--- src/rtl/cam_capture_if.sv ---
// cam_capture_if: camera pixel bus in, frame-buffer write port and status out
interface cam_capture_if #(
    parameter int ADDR_W = 19
);
    logic              init_done;
    logic              cam_pclk;
    logic              cam_vsync;
    logic              cam_href;
    logic [7:0]        cam_d;
    logic              wr_en;
    logic [ADDR_W-1:0] wr_addr;
    logic [15:0]       wr_data;
    logic              frame_done;
    logic              geom_err;

    modport master (
        output init_done, cam_pclk, cam_vsync, cam_href, cam_d,
        input  wr_en, wr_addr, wr_data, frame_done, geom_err
    );

    modport slave (
        input  init_done, cam_pclk, cam_vsync, cam_href, cam_d,
        output wr_en, wr_addr, wr_data, frame_done, geom_err
    );
endinterface

--- src/rtl/cam_capture.sv ---
// cam_capture: locks to camera frames, pairs bytes into RGB565 writes, checks geometry
module cam_capture #(
    parameter int H_ACTIVE = 640,
    parameter int V_ACTIVE = 480,
    parameter int ADDR_W   = 19
) (
    input logic          clk_25m,
    input logic          rst,
    cam_capture_if.slave bus
);
    localparam int PW = $clog2(H_ACTIVE + 1);
    localparam int LW = $clog2(V_ACTIVE + 1);
    localparam logic [PW-1:0] H_MAX = PW'(H_ACTIVE);
    localparam logic [LW-1:0] V_MAX = LW'(V_ACTIVE);

    typedef enum logic [1:0] {S_IDLE, S_WAIT_VS, S_ACTIVE} state_t;

    // synchroniser word layout: [10]=pclk [9]=vsync [8]=href [7:0]=data
    logic [10:0]       r_s1;
    logic [10:0]       r_s2;
    logic [2:0]        r_s3;
    state_t            r_state;
    logic              r_phase;
    logic [7:0]        r_hi;
    logic [PW-1:0]     r_pix_cnt;
    logic [LW-1:0]     r_line_cnt;
    logic [ADDR_W-1:0] r_addr;
    logic [ADDR_W-1:0] r_wr_addr;
    logic [15:0]       r_wr_data;
    logic              r_wr_en;
    logic              r_frame_done;
    logic              r_geom_err;

    logic              w_pclk_rise;
    logic              w_vs_rise;
    logic              w_vs_fall;
    logic              w_href_fall;
    logic              w_byte;
    logic              w_line_has_pix;
    logic              w_pix_full;
    logic              w_lines_full;
    logic              w_short_line;
    logic [LW-1:0]     w_line_cnt_nx;
    logic [ADDR_W-1:0] w_line_pad;

    assign w_pclk_rise    = r_s2[10] & ~r_s3[2];
    assign w_vs_rise      = r_s2[9] & ~r_s3[1];
    assign w_vs_fall      = ~r_s2[9] & r_s3[1];
    assign w_href_fall    = ~r_s2[8] & r_s3[0];
    assign w_byte         = w_pclk_rise & r_s2[8];
    assign w_line_has_pix = r_pix_cnt != '0;
    assign w_pix_full     = r_pix_cnt == H_MAX;
    assign w_lines_full   = r_line_cnt == V_MAX;
    assign w_short_line   = w_line_has_pix & ~w_pix_full;
    // line count as it stands after this cycle's line end, so a coincident frame end sees it
    assign w_line_cnt_nx  = (w_href_fall && w_line_has_pix && !w_lines_full) ? r_line_cnt + LW'(1) : r_line_cnt;
    // distance from the current address to the next row boundary on a short line
    assign w_line_pad     = ADDR_W'(H_MAX - r_pix_cnt);

    assign bus.wr_en      = r_wr_en;
    assign bus.wr_addr    = r_wr_addr;
    assign bus.wr_data    = r_wr_data;
    assign bus.frame_done = r_frame_done;
    assign bus.geom_err   = r_geom_err;

    // Bring the whole camera bus through one shared 2-flop chain plus an edge-detect stage
    always_ff @(posedge clk_25m or posedge rst) begin
        if (rst) begin
            r_s1 <= '0;
            r_s2 <= '0;
            r_s3 <= '0;
        end else begin
            r_s1 <= {bus.cam_pclk, bus.cam_vsync, bus.cam_href, bus.cam_d};
            r_s2 <= r_s1;
            r_s3 <= r_s2[10:8];
        end
    end

    // Frame state machine: byte pairing, linear addressing and geometry checking
    always_ff @(posedge clk_25m or posedge rst) begin
        if (rst) begin
            r_state      <= S_IDLE;
            r_phase      <= 1'b0;
            r_hi         <= '0;
            r_pix_cnt    <= '0;
            r_line_cnt   <= '0;
            r_addr       <= '0;
            r_wr_addr    <= '0;
            r_wr_data    <= '0;
            r_wr_en      <= 1'b0;
            r_frame_done <= 1'b0;
            r_geom_err   <= 1'b0;
        end else begin
            r_wr_en      <= 1'b0;
            r_frame_done <= 1'b0;
            if (!bus.init_done) begin
                r_state <= S_IDLE;
            end else begin
                case (r_state)
                    S_IDLE: r_state <= S_WAIT_VS;
                    S_WAIT_VS: begin
                        if (w_vs_fall) begin
                            r_state    <= S_ACTIVE;
                            r_phase    <= 1'b0;
                            r_pix_cnt  <= '0;
                            r_line_cnt <= '0;
                            r_addr     <= '0;
                            r_geom_err <= 1'b0;
                        end
                    end
                    S_ACTIVE: begin
                        if (w_byte) begin
                            r_phase <= ~r_phase;
                            if (w_lines_full) begin
                                r_geom_err <= 1'b1;
                            end else if (!r_phase) begin
                                r_hi <= r_s2[7:0];
                            end else if (w_pix_full) begin
                                r_geom_err <= 1'b1;
                            end else begin
                                r_wr_en   <= 1'b1;
                                r_wr_addr <= r_addr;
                                r_wr_data <= {r_hi, r_s2[7:0]};
                                r_addr    <= r_addr + ADDR_W'(1);
                                r_pix_cnt <= r_pix_cnt + PW'(1);
                            end
                        end
                        if (w_href_fall) begin
                            r_phase    <= 1'b0;
                            r_pix_cnt  <= '0;
                            r_line_cnt <= w_line_cnt_nx;
                            if (r_phase || w_short_line)
                                r_geom_err <= 1'b1;
                            if (w_short_line)
                                r_addr <= r_addr + w_line_pad;
                        end
                        if (w_vs_rise) begin
                            r_frame_done <= 1'b1;
                            r_state      <= S_WAIT_VS;
                            if (w_line_cnt_nx != V_MAX)
                                r_geom_err <= 1'b1;
                        end
                    end
                    default: r_state <= S_IDLE;
                endcase
            end
        end
    end
endmodule

--- src/flat_wrapper.sv ---
// flat-port wrapper written by rule: the top's interface ports become plain ports
module cam_capture_flat 
#(
    parameter int H_ACTIVE = 640,
    parameter int V_ACTIVE = 480,
    parameter int ADDR_W   = 19
)
  (clk_25m, rst, bus_init_done, bus_cam_pclk, bus_cam_vsync, bus_cam_href, bus_cam_d, bus_wr_en, bus_wr_addr, bus_wr_data, bus_frame_done, bus_geom_err);
  cam_capture_if #(.ADDR_W(ADDR_W)) bus_i ();
  input logic clk_25m;
  input logic rst;
  input wire logic [$bits(bus_i.init_done)-1:0] bus_init_done;
  input wire logic [$bits(bus_i.cam_pclk)-1:0] bus_cam_pclk;
  input wire logic [$bits(bus_i.cam_vsync)-1:0] bus_cam_vsync;
  input wire logic [$bits(bus_i.cam_href)-1:0] bus_cam_href;
  input wire logic [$bits(bus_i.cam_d)-1:0] bus_cam_d;
  output wire logic [$bits(bus_i.wr_en)-1:0] bus_wr_en;
  output wire logic [$bits(bus_i.wr_addr)-1:0] bus_wr_addr;
  output wire logic [$bits(bus_i.wr_data)-1:0] bus_wr_data;
  output wire logic [$bits(bus_i.frame_done)-1:0] bus_frame_done;
  output wire logic [$bits(bus_i.geom_err)-1:0] bus_geom_err;
  assign bus_i.init_done = bus_init_done;
  assign bus_i.cam_pclk = bus_cam_pclk;
  assign bus_i.cam_vsync = bus_cam_vsync;
  assign bus_i.cam_href = bus_cam_href;
  assign bus_i.cam_d = bus_cam_d;
  assign bus_wr_en = bus_i.wr_en;
  assign bus_wr_addr = bus_i.wr_addr;
  assign bus_wr_data = bus_i.wr_data;
  assign bus_frame_done = bus_i.frame_done;
  assign bus_geom_err = bus_i.geom_err;
  cam_capture #(.H_ACTIVE(H_ACTIVE), .V_ACTIVE(V_ACTIVE), .ADDR_W(ADDR_W)) u_core (.clk_25m(clk_25m), .rst(rst), .bus(bus_i));
endmodule
--- config.mk ---
export PLATFORM = sky130hd
export DESIGN_NAME = cam_capture_flat
export DESIGN_NICKNAME = d
export VERILOG_FILES = /design/src/rtl/cam_capture_if.sv /design/src/rtl/cam_capture.sv /design/src/flat_wrapper.sv
export SDC_FILE = /design/constraint.sdc
export NUM_CORES = 1
export LEC_CHECK = 0
export BUFFER_PORTS_ARGS = -buffer_cell sky130_fd_sc_hd__buf_2
export CAP_MARGIN = 40
export CORE_ASPECT_RATIO = 1.5
export CORE_UTILIZATION = 35
export DETAILED_ROUTE_END_ITERATION = 6
export PLACE_DENSITY_LB_ADDON = 0.3
export SKIP_CTS_REPAIR_TIMING = 1
export SYNTH_ARGS = -nofsm -noshare
export SYNTH_HDL_FRONTEND = slang
export SYNTH_SLANG_ARGS = --single-unit
--- constraint.sdc ---
create_clock -name clk_25m -period 11.32 [get_ports clk_25m]
set_clock_uncertainty 0.1 [all_clocks]
set_input_delay 1.698 -clock clk_25m [delete_from_list [all_inputs] [get_ports clk_25m]]
set_output_delay 1.698 -clock clk_25m [all_outputs]
set_load 0.02 [all_outputs]
==> flow_metrics.env, run 1 <==
export IMPL_dpl_hpwl_um=10760
export IMPL_vias=4971
export IMPL_die_area_mm2=0.01789
export IMPL_die_h_um=163.3
export IMPL_syn_to_final_growth_pct=12.36
export IMPL_start_util=0.3607
export IMPL_synth_seq_area_share=0.4616
export IMPL_grtUsageTotal=0.1738
export IMPL_detail_route_wl_per_cell_um=16.20
export IMPL_cts_max_level=3
export IMPL_power_w=0.0009078
export IMPL_ios=52
export IMPL_clock_latency_ns=0.35
export IMPL_clkTransAtPathRegs_ns=0.08
export IMPL_finalMaxSlewViolations=0
export IMPL_status="complete, no violations"
export IMPL_cts_root_buf="clkbuf_16"
export IMPL_io_buffers=51
export IMPL_synth_commonest_cells="151 x nand2_1, 112 x dfrtp_1, 43 x o21ai_0"
export IMPL_hold_viol=0
export IMPL_ir_drop_v=0.00009404
export IMPL_multi_input_area_mm2=0.003075
export IMPL_finalWirelength_um=14760
export IMPL_hold_path_cell_count=0
export IMPL_cts_tree="built"
export IMPL_async_reset_ff_frac=1.000
export IMPL_nets=739
export IMPL_synth_seq_cells=112
export IMPL_holdCritPathClass="reg2reg"
export IMPL_pre_cts_ws_ns=7.509
export IMPL_yosys_top_cells_area="dfrtp_1 46%, nand2_1 9.3%, ha_1 5.6%, o21ai_0 3.5%, xor2_1 3.0%"
export IMPL_grt_overflow=0
export IMPL_worstSetupEndpointType="flop"
export IMPL_antenna_found_initial=0
export IMPL_grt_pass1_wl_um=24020
export IMPL_finalWorstSetupSlack_ns=7.580
export IMPL_cts_sinks=112
export IMPL_vias_per_cell=5.457
export IMPL_worstRegToRegCells=8
export IMPL_fin_crit_ns=3.740
export IMPL_syn_avg_cell_area_um2=9.285
export IMPL_die_w_um=109.5
export IMPL_ff_latch_area_mm2=0.002803
export IMPL_syn_nets=696
export IMPL_synth_enable_flop_cells=0
export IMPL_cp_arrival_ns=3.94
export IMPL_ys_flop_type="dfrtp_1"
export IMPL_rows=58
export IMPL_max_cap_violations=0
export IMPL_yosysMostFrequentCell="nand2_1"
export IMPL_worstMarginPinSlew_ns=0.8825
export IMPL_syn_inst=654
export IMPL_finalSetupViolCount=0
export IMPL_power_density_mw_per_mm2=133.1
export IMPL_numCtsBuffers=9
export IMPL_grt_pass1_vias=4825
export IMPL_synth_largest_area_cell="dfrtp_1"
export IMPL_crit_fanout=20
export IMPL_drt_iter0_drc=261
export IMPL_startpoint_type="flop"
export IMPL_drc=0
export IMPL_diodes=0
export IMPL_crit_required_ns=11.52
export IMPL_yosysTopAreaCellShare=0.4616
export IMPL_p_leak_nw=3.430
export IMPL_synth_distinct_cells=72
export IMPL_fmax_mhz=267.4
export IMPL_yosysWarnings=0
export IMPL_drive_gt1_frac=0.1412
export IMPL_relSlewSlack=0.4081
export IMPL_grt_max_degree=63
export IMPL_place_congestion=0.8333
export IMPL_first_pass_iters=4
export IMPL_fin_crit_sh=0.3304
export IMPL_ant_nets=0
export IMPL_rsz0062_at_grt="no"
export IMPL_core_area_mm2=0.01684
export IMPL_tns_ns=0
export IMPL_critPathKind="reg2reg"
export IMPL_syn_cell_area_mm2=0.006072
export IMPL_cts_max_path_buffers=2
export IMPL_nFillCells=1659
-- placed cells by master (no fill, tap or decap), types with 7 or more instances in the layout --
cell type | Yosys | layout
nand2_1 | 151 | 151
dfrtp_1 | 112 | 112
buf_2 | 2 | 52
o21ai_0 | 43 | 43
nor2_1 | 35 | 35
a21oi_1 | 31 | 31
ha_1 | 27 | 27
xor2_1 | 21 | 21
and3_1 | 13 | 13
inv_1 | 13 | 12
nand3_1 | 12 | 12
nor3_1 | 12 | 12
xnor2_1 | 12 | 12
nand4_1 | 11 | 11
a21o_1 | 9 | 9
mux2_2 | 9 | 9
clkbuf_16 | 0 | 9
o31ai_1 | 7 | 7
o211ai_1 | 7 | 7
a31oi_1 | 7 | 7
-- registers in the layout, indices dropped and copies added, names as in the netlist --
signal	flops
u_core.r_pix_cnt	10
u_core.r_s3	3
u_core.r_hi	8
u_core.bus.geom_err	1
u_core.bus.wr_addr	19
u_core.r_s1	11
u_core.bus.wr_en	1
u_core.bus.frame_done	1
u_core.r_addr	19
u_core.bus.wr_data	16
u_core.r_line_cnt	9
u_core.r_phase	1
u_core.r_s2	11
u_core.r_state	2
-- final timing paths --
| path | start | end | slack, ns |
|---|---|---|---|
| worst min register to register | u_core.r_s1[8] | u_core.r_s2[8] | 0.25 |
| min in group asynchronous | rst | u_core.r_s1[0] | 1.31 |
| max in group asynchronous | rst | u_core.r_addr[18] | 8.92 |
| worst min-delay path | u_core.r_s1[8] | u_core.r_s2[8] | 0.25 |
| worst max register to register | u_core.r_pix_cnt[0] | u_core.r_addr[17] | 7.58 |
| worst max-delay path | u_core.r_pix_cnt[0] | u_core.r_addr[17] | 7.58 |
-- area by class of cell --
cell class	instances	area share
clock buffer	9	0.03301
clock inverter	6	0.008252
inverter	14	0.008069
multi-input combinational	502	0.4508
sequential	112	0.4108
tap	210	0.03851
timing repair buffer	58	0.05061
-- metrics by stage --
step / cells / hold slack [ns] / area [um^2] / utilization
after floorplan: 654 / 0.2312 / 6072 / -
after global placement: 893 / 0.2347 / 6481 / 0.3850
after detailed placement: 896 / 0.2347 / 6541 / 0.3885
after CTS: 911 / 0.2518 / 6823 / 0.4052
after global routing: 911 / 0.2594 / 6823 / 0.4052
final: 911 / 0.2477 / 6823 / 0.4052
-- per-layer routing --
metal  global-route usage  wire length [um]  part of all wire
met4              0.07515               456             0.031
met3              0.02993               446             0.030
met1               0.1982              6047              0.41
met5                    0                 0                 0
met2               0.3128              7808              0.53
-- kinds of logic (layout without fill, tap and decap cells) --
family          Yosys count  count (layout)  synth area share
mux                      10              10           0.01834
xor+xnor                 33              33           0.04760
buf+inv                  40              87           0.03194
flops                   112             112            0.4616
simple gates            290             290            0.2316
fa+ha+maj                28              28           0.05893
compound gates          141             141            0.1500
-- critical path, stage by stage (launching register included) --
cell,delay (ns)
dfrtp_1,0.45
inv_1,0.11
ha_1,0.22
or3b_2,0.52
o31ai_2,0.77
nand2_1,0.63
or4b_1,0.67
o311a_1,0.14
nand2_1,0.06
-- report_power, final --
group	internal, W	leakage, nW	switching (W)
Sequential	0.000423	1.50	0.0000157
Combinational	0.0000601	1.79	0.0000979
Clock	0.000154	0.142	0.000157
Total	0.000637	3.43	0.000271
(Power assumes the default switching activity.)
==> inputs of run 2 (changes only) <==
==> constraint.sdc (replaced) <==
create_clock -name clk_25m -period 3.7 [get_ports clk_25m]
set_clock_uncertainty 0.1 [all_clocks]
set_input_delay 0.555 -clock clk_25m [delete_from_list [all_inputs] [get_ports clk_25m]]
set_output_delay 0.555 -clock clk_25m [all_outputs]
set_load 0.02 [all_outputs]
==> run 2 against run 1 <==
  * Critical path depth grew 4
  * Core utilization grew 0.24 points
  * Hold slack lost 0.096 ns
  * First-iteration DRC count grew 0.77%
  * Via count grew 0.20%
  * Largest cell class unchanged
  * Flip-flop and latch count is the same
  * Die area is the same
  * Cell area grew 0.59%
  * Final cell count grew 0.66%
  * Clock-buffer cell count grew 1
  * Global-route usage grew 0.16 points
  * Clock power grew to 3.2 times the previous value
==> flow_metrics.env, run 2 (synthesized netlist as in run 1, its figures left out) <==
export IMPL_layout_common_cells="151 x nand2_1, 112 x dfrtp_1, 51 x buf_2"
export IMPL_path_delay_family="compound AO/OA/AOI/OAI gates"
export IMPL_cp_depth=12
export IMPL_crit_required_ns=3.84
export IMPL_die_h_um=163.3
export IMPL_fmax_mhz=294.8
export IMPL_vias_per_cell=5.432
export IMPL_cpMostUsedCell="xnor2_1"
export IMPL_hold_viol=0
export IMPL_drive_gt1_frac=0.1485
export IMPL_grt_pass1_wl_um=24140
export IMPL_diodes=0
export IMPL_relSlewSlack=0.5953
export IMPL_worstMarginPinSlew_ns=0.6071
export IMPL_clock_latency_ns=0.37
export IMPL_start_util=0.3607
export IMPL_power_density_mw_per_mm2=412.8
export IMPL_rsz0062_at_grt="no"
export IMPL_die_w_um=109.5
export IMPL_fin_crit_sh=0.9169
export IMPL_p_leak_nw=3.452
export IMPL_critPathKind="reg2reg"
export IMPL_fin_crit_ns=3.392
export IMPL_tns_ns=0
export IMPL_crit_path_top_delay_cell="dfrtp_1"
export IMPL_numCtsBuffers=9
export IMPL_path_cells="nor3_1 > nand3_1 > or3_1 > xnor2_1 > ha_1 > a21oi_1 > nand2_1 > o211a_1 > o31a_1 > a311oi_1 > xnor2_1 > o211ai_1"
export IMPL_ant_nets=0
export IMPL_drt_iter0_drc=263
export IMPL_ios=52
export IMPL_place_congestion=0.8717
export IMPL_worstRegToRegCells=12
export IMPL_cts_root_buf="clkbuf_16"
export IMPL_status="complete, no violations"
export IMPL_r2r_setup_slack_ns=0.31
export IMPL_grt_pass1_vias=4957
export IMPL_finalWirelength_um=14630
export IMPL_cts_sinks=112
export IMPL_finalSetupViolCount=0
export IMPL_vias=4981
export IMPL_finalMaxSlewViolations=0
export IMPL_ir_drop_v=0.0003219
export IMPL_final_common_cell="nand2_1"
export IMPL_rows=58
export IMPL_final_area_mm2=0.006863
export IMPL_clkTransAtPathRegs_ns=0.08
export IMPL_io_buffers=51
export IMPL_core_area_mm2=0.01684
export IMPL_r2r_start="u_core.r_pix_cnt[2]"
export IMPL_placed_cell_area_mm2=0.006554
export IMPL_grt_max_degree=67
export IMPL_cp_arrival_ns=3.53
export IMPL_pre_cts_ws_ns=0.3210
export IMPL_syn_to_final_growth_pct=13.02
export IMPL_grtUsageTotal=0.1754
export IMPL_worstSetupEndpointType="flop"
export IMPL_die_area_mm2=0.01789
export IMPL_dpl_hpwl_um=10820
export IMPL_finalWorstSetupSlack_ns=0.3075
export IMPL_antenna_found_initial=0
export IMPL_max_cap_violations=0
export IMPL_drc=0
export IMPL_cpPeakStageDelay_ns=0.47
export IMPL_reg2reg_to="u_core.r_addr[18]"
export IMPL_startpoint_type="flop"
export IMPL_cts_max_path_buffers=2
export IMPL_first_pass_iters=5
export IMPL_cts_max_level=3
export IMPL_crit_fanout=8
export IMPL_detail_route_wl_per_cell_um=15.96
export IMPL_cts_tree="built"
export IMPL_nets=744
export IMPL_path_buf_inv=0
export IMPL_grt_overflow=0
export IMPL_holdCritPathClass="in2async"
==> run 2: cell types whose count changed in the layout (fill, tap and decap cells not counted), sizes merged <==
cell,before,now
inv,18,16
buf,58,63
clkbuf,9,10
clkinv,2,4
==> run 2: worst max path at each step <==
| stage | endpoint | from | slack [ns] |
|---|---|---|---|
| final | u_core.r_addr[18] | u_core.r_pix_cnt[2] | 0.31 |
| after global routing | u_core.r_addr[18] | u_core.r_pix_cnt[2] | 0.04 |
| after CTS | u_core.r_addr[18] | u_core.r_pix_cnt[2] | 0.30 |
| after detailed placement | u_core.r_addr[18] | u_core.r_pix_cnt[2] | 0.32 |
| after global placement | u_core.r_addr[18] | u_core.r_pix_cnt[2] | 0.41 |
| after floorplan | u_core.bus.frame_done | rst | 0.09 |
==> run 2: where the power goes <==
part	leakage, nW	switching, W	internal [W]
registers	1.50	0.0000473	0.00129
clock network	0.151	0.000501	0.000498
logic	1.80	0.000303	0.000190
==> run 2: stage by stage <==
stage	util	hold WS [ns]	std cells	power (W)
floorplan	-	0.2312	654	0.001717
global placement	0.3893	0.2340	901	0.001842
detailed placement	0.3893	0.2347	901	0.001862
CTS	0.4076	0.1812	917	0.002871
global route	0.4076	0.1795	917	0.002979
finish	0.4076	0.1514	917	0.002833
==> run 2: final cells by class <==
| class | count | area, um^2 |
|---|---|---|
| sequential | 112 | 2803 |
| multi-input combinational | 502 | 3075 |
| fill | 1696 | 9973 |
| timing repair buffer | 63 | 357.8 |
| tap | 210 | 262.8 |
| clock buffer | 10 | 239.0 |
| clock inverter | 6 | 70.07 |
| inverter | 14 | 55.05 |
==> run 2: routing by layer <==
metal,share of wire,up-vias,GRT usage
li1,-,2408,-
met1,0.40,2434,0.1974
met2,0.53,101,0.3065
met3,0.031,38,0.02793
met4,0.037,0,0.1048
met5,0,-,0
==> inputs of run 3 (changes only) <==
--- a/config.mk
+++ b/config.mk
@@ -6,8 +6,7 @@
 export NUM_CORES = 1
 export LEC_CHECK = 0
 export BUFFER_PORTS_ARGS = -buffer_cell sky130_fd_sc_hd__buf_2
-export CAP_MARGIN = 40
-export CORE_ASPECT_RATIO = 1.5
+export CAP_MARGIN = 10
 export CORE_UTILIZATION = 35
 export DETAILED_ROUTE_END_ITERATION = 6
 export PLACE_DENSITY_LB_ADDON = 0.3
==> run 3 against run 2 <==
  * Sequential power is essentially flat
  * Non-clock buffer count increased by 2
  * Cell area increased by 0.42%
  * Core utilization grew 0.36 points
  * Hold slack improved by 0.025 ns
  * Global-route usage is 1.1 points lower
  * Final cell count up 1.3%
  * Register-to-register slack is essentially flat
  * Sequential share of layout area shrank 0.17 points
  * Combinational power is essentially flat
  * Clock-buffer cell count is 1 lower
  * Critical path depth unchanged
  * Largest cell class unchanged
==> flow_metrics.env, run 3 (synthesized netlist as in run 1, its figures left out) <==
export IMPL_internal_power_w=0.001987
export IMPL_worstMarginPinSlew_ns=0.6401
export IMPL_die_h_um=133.7
export IMPL_cts_tree="built"
export IMPL_met2_usage=0.2697
export IMPL_finalMaxSlewViolations=0
export IMPL_ios=52
export IMPL_hold_slack_ns=0.1769
export IMPL_fin_crit_ns=3.378
export IMPL_grt_max_degree=52
export IMPL_ir_drop_v=0.0002426
export IMPL_first_pass_iters=5
export IMPL_tns_ns=0
export IMPL_place_congestion=0.8796
export IMPL_crit_required_ns=3.83
export IMPL_r2r_setup_slack_ns=0.32
export IMPL_status="complete, no violations"
export IMPL_clock_latency_ns=0.36
export IMPL_finalSetupViolCount=0
export IMPL_rows=47
export IMPL_worstSetupEndpointType="flop"
export IMPL_cts_max_level=3
export IMPL_p_comb_frac=0.172
export IMPL_io_buffers=51
export IMPL_cts_max_path_buffers=2
export IMPL_grt_busiest_layer="met2"
export IMPL_core_area_mm2=0.01676
export IMPL_numCtsBuffers=9
export IMPL_crit_fanout=8
export IMPL_met1_usage=0.2177
export IMPL_worstRegToRegCells=12
export IMPL_holdCritPathClass="in2async"
export IMPL_grt_overflow=0
export IMPL_power_density_mw_per_mm2=417.7
export IMPL_final_common_cell="nand2_1"
export IMPL_syn_to_final_growth_pct=13.50
export IMPL_p_leak_nw=3.464
export IMPL_grt_met3_usage=0.03653
export IMPL_start_util=0.3623
export IMPL_fin_crit_sh=0.9129
export IMPL_nets=746
export IMPL_critPathKind="reg2reg"
export IMPL_detail_route_wl_per_cell_um=15.20
export IMPL_diodes=0
export IMPL_vias_per_cell=5.257
export IMPL_cts_root_buf="clkbuf_16"
export IMPL_switching_share=0.3098
export IMPL_layout_common_cells="151 x nand2_1, 112 x dfrtp_1, 51 x buf_2"
export IMPL_cts_sinks=112
export IMPL_power_switching_w=0.0008920
export IMPL_grt_pass1_wl_um=23470
export IMPL_fmax_mhz=296.1
export IMPL_startpoint_type="flop"
export IMPL_max_cap_violations=0
export IMPL_vias=4884
export IMPL_r2r_start="u_core.r_pix_cnt[2]"
export IMPL_finalWirelength_um=14120
export IMPL_dpl_hpwl_um=10560
export IMPL_antenna_found_initial=0
export IMPL_cp_arrival_ns=3.51
export IMPL_grtUsageTotal=0.1644
export IMPL_drt_iter0_drc=340
export IMPL_die_w_um=133.7
export IMPL_rsz0062_at_grt="no"
export IMPL_clkTransAtPathRegs_ns=0.09
export IMPL_drive_gt1_frac=0.1523
export IMPL_seq_power_share=0.466
export IMPL_ant_nets=0
export IMPL_clockPowerShare=0.362
export IMPL_die_area_mm2=0.01788
export IMPL_drc=0
export IMPL_relSlewSlack=0.5733
export IMPL_reg2reg_to="u_core.r_addr[18]"
export IMPL_grt_pass1_vias=4794
export IMPL_hold_viol=0
[run 3: layout make-up]
class | count | area, um^2
Inverter | 14 | 55.05
Clock buffer | 9 | 225.2
Sequential cell | 112 | 2803
Clock inverter | 7 | 92.59
Fill cell | 1658 | 9868
Multi-Input combinational cell | 502 | 3080
Timing Repair Buffer | 65 | 360.3
Tap cell | 220 | 275.3
[run 3: worst max path at each step]
stage	from	to
global route	u_core.r_pix_cnt[0]	u_core.r_addr[15]
CTS	u_core.r_pix_cnt[2]	u_core.r_addr[18]
finish	u_core.r_pix_cnt[2]	u_core.r_addr[18]
global placement	u_core.r_pix_cnt[2]	u_core.r_addr[18]
floorplan	rst	u_core.bus.frame_done
detailed placement	u_core.r_pix_cnt[2]	u_core.r_addr[18]
[run 3: power groups by stage]
stage          clock network [W]  logic, W  registers, W
2_1_floorplan                  0  0.000360       0.00136
3_3_place_gp                   0  0.000475       0.00136
3_5_place_dp                   0  0.000494       0.00136
4_1_cts                  0.00108  0.000498       0.00134
5_1_grt                  0.00111  0.000555       0.00135
6_report                 0.00104  0.000495       0.00134
[run 3: layer usage]
metal  wire, um  part of all wire  up-vias
li1           -                 -     2405
met1       6750              0.48     2374
met2       6686              0.47       95
met3        518             0.037       10
met4        161             0.011        0
met5          0                 0        -
[run 3: per-stage QoR]
step / total power [W] / std cells / utilization / setup slack (ns) / cell area, um^2
finish: 0.002879 / 929 / 0.4112 / 0.3223 / 6892
global placement: 0.001834 / 913 / 0.3919 / 0.3731 / 6569
CTS: 0.002918 / 929 / 0.4109 / 0.2795 / 6887
detailed placement: 0.001858 / 913 / 0.3919 / 0.2957 / 6569
floorplan: 0.001717 / 654 / - / 0.08600 / 6072
global route: 0.003018 / 929 / 0.4112 / 0.04742 / 6892
[run 3: critical path, stage by stage, from the launching register on]
cell and delay (ns):
dfrtp_1 0.48, nor3_2 0.24, nand3_1 0.12, or3_1 0.36
xnor2_1 0.14, ha_1 0.36, a21oi_1 0.19, nand2_1 0.09
o211a_1 0.24, o31a_1 0.35, a311oi_1 0.32, xnor2_1 0.16
o211ai_1 0.09
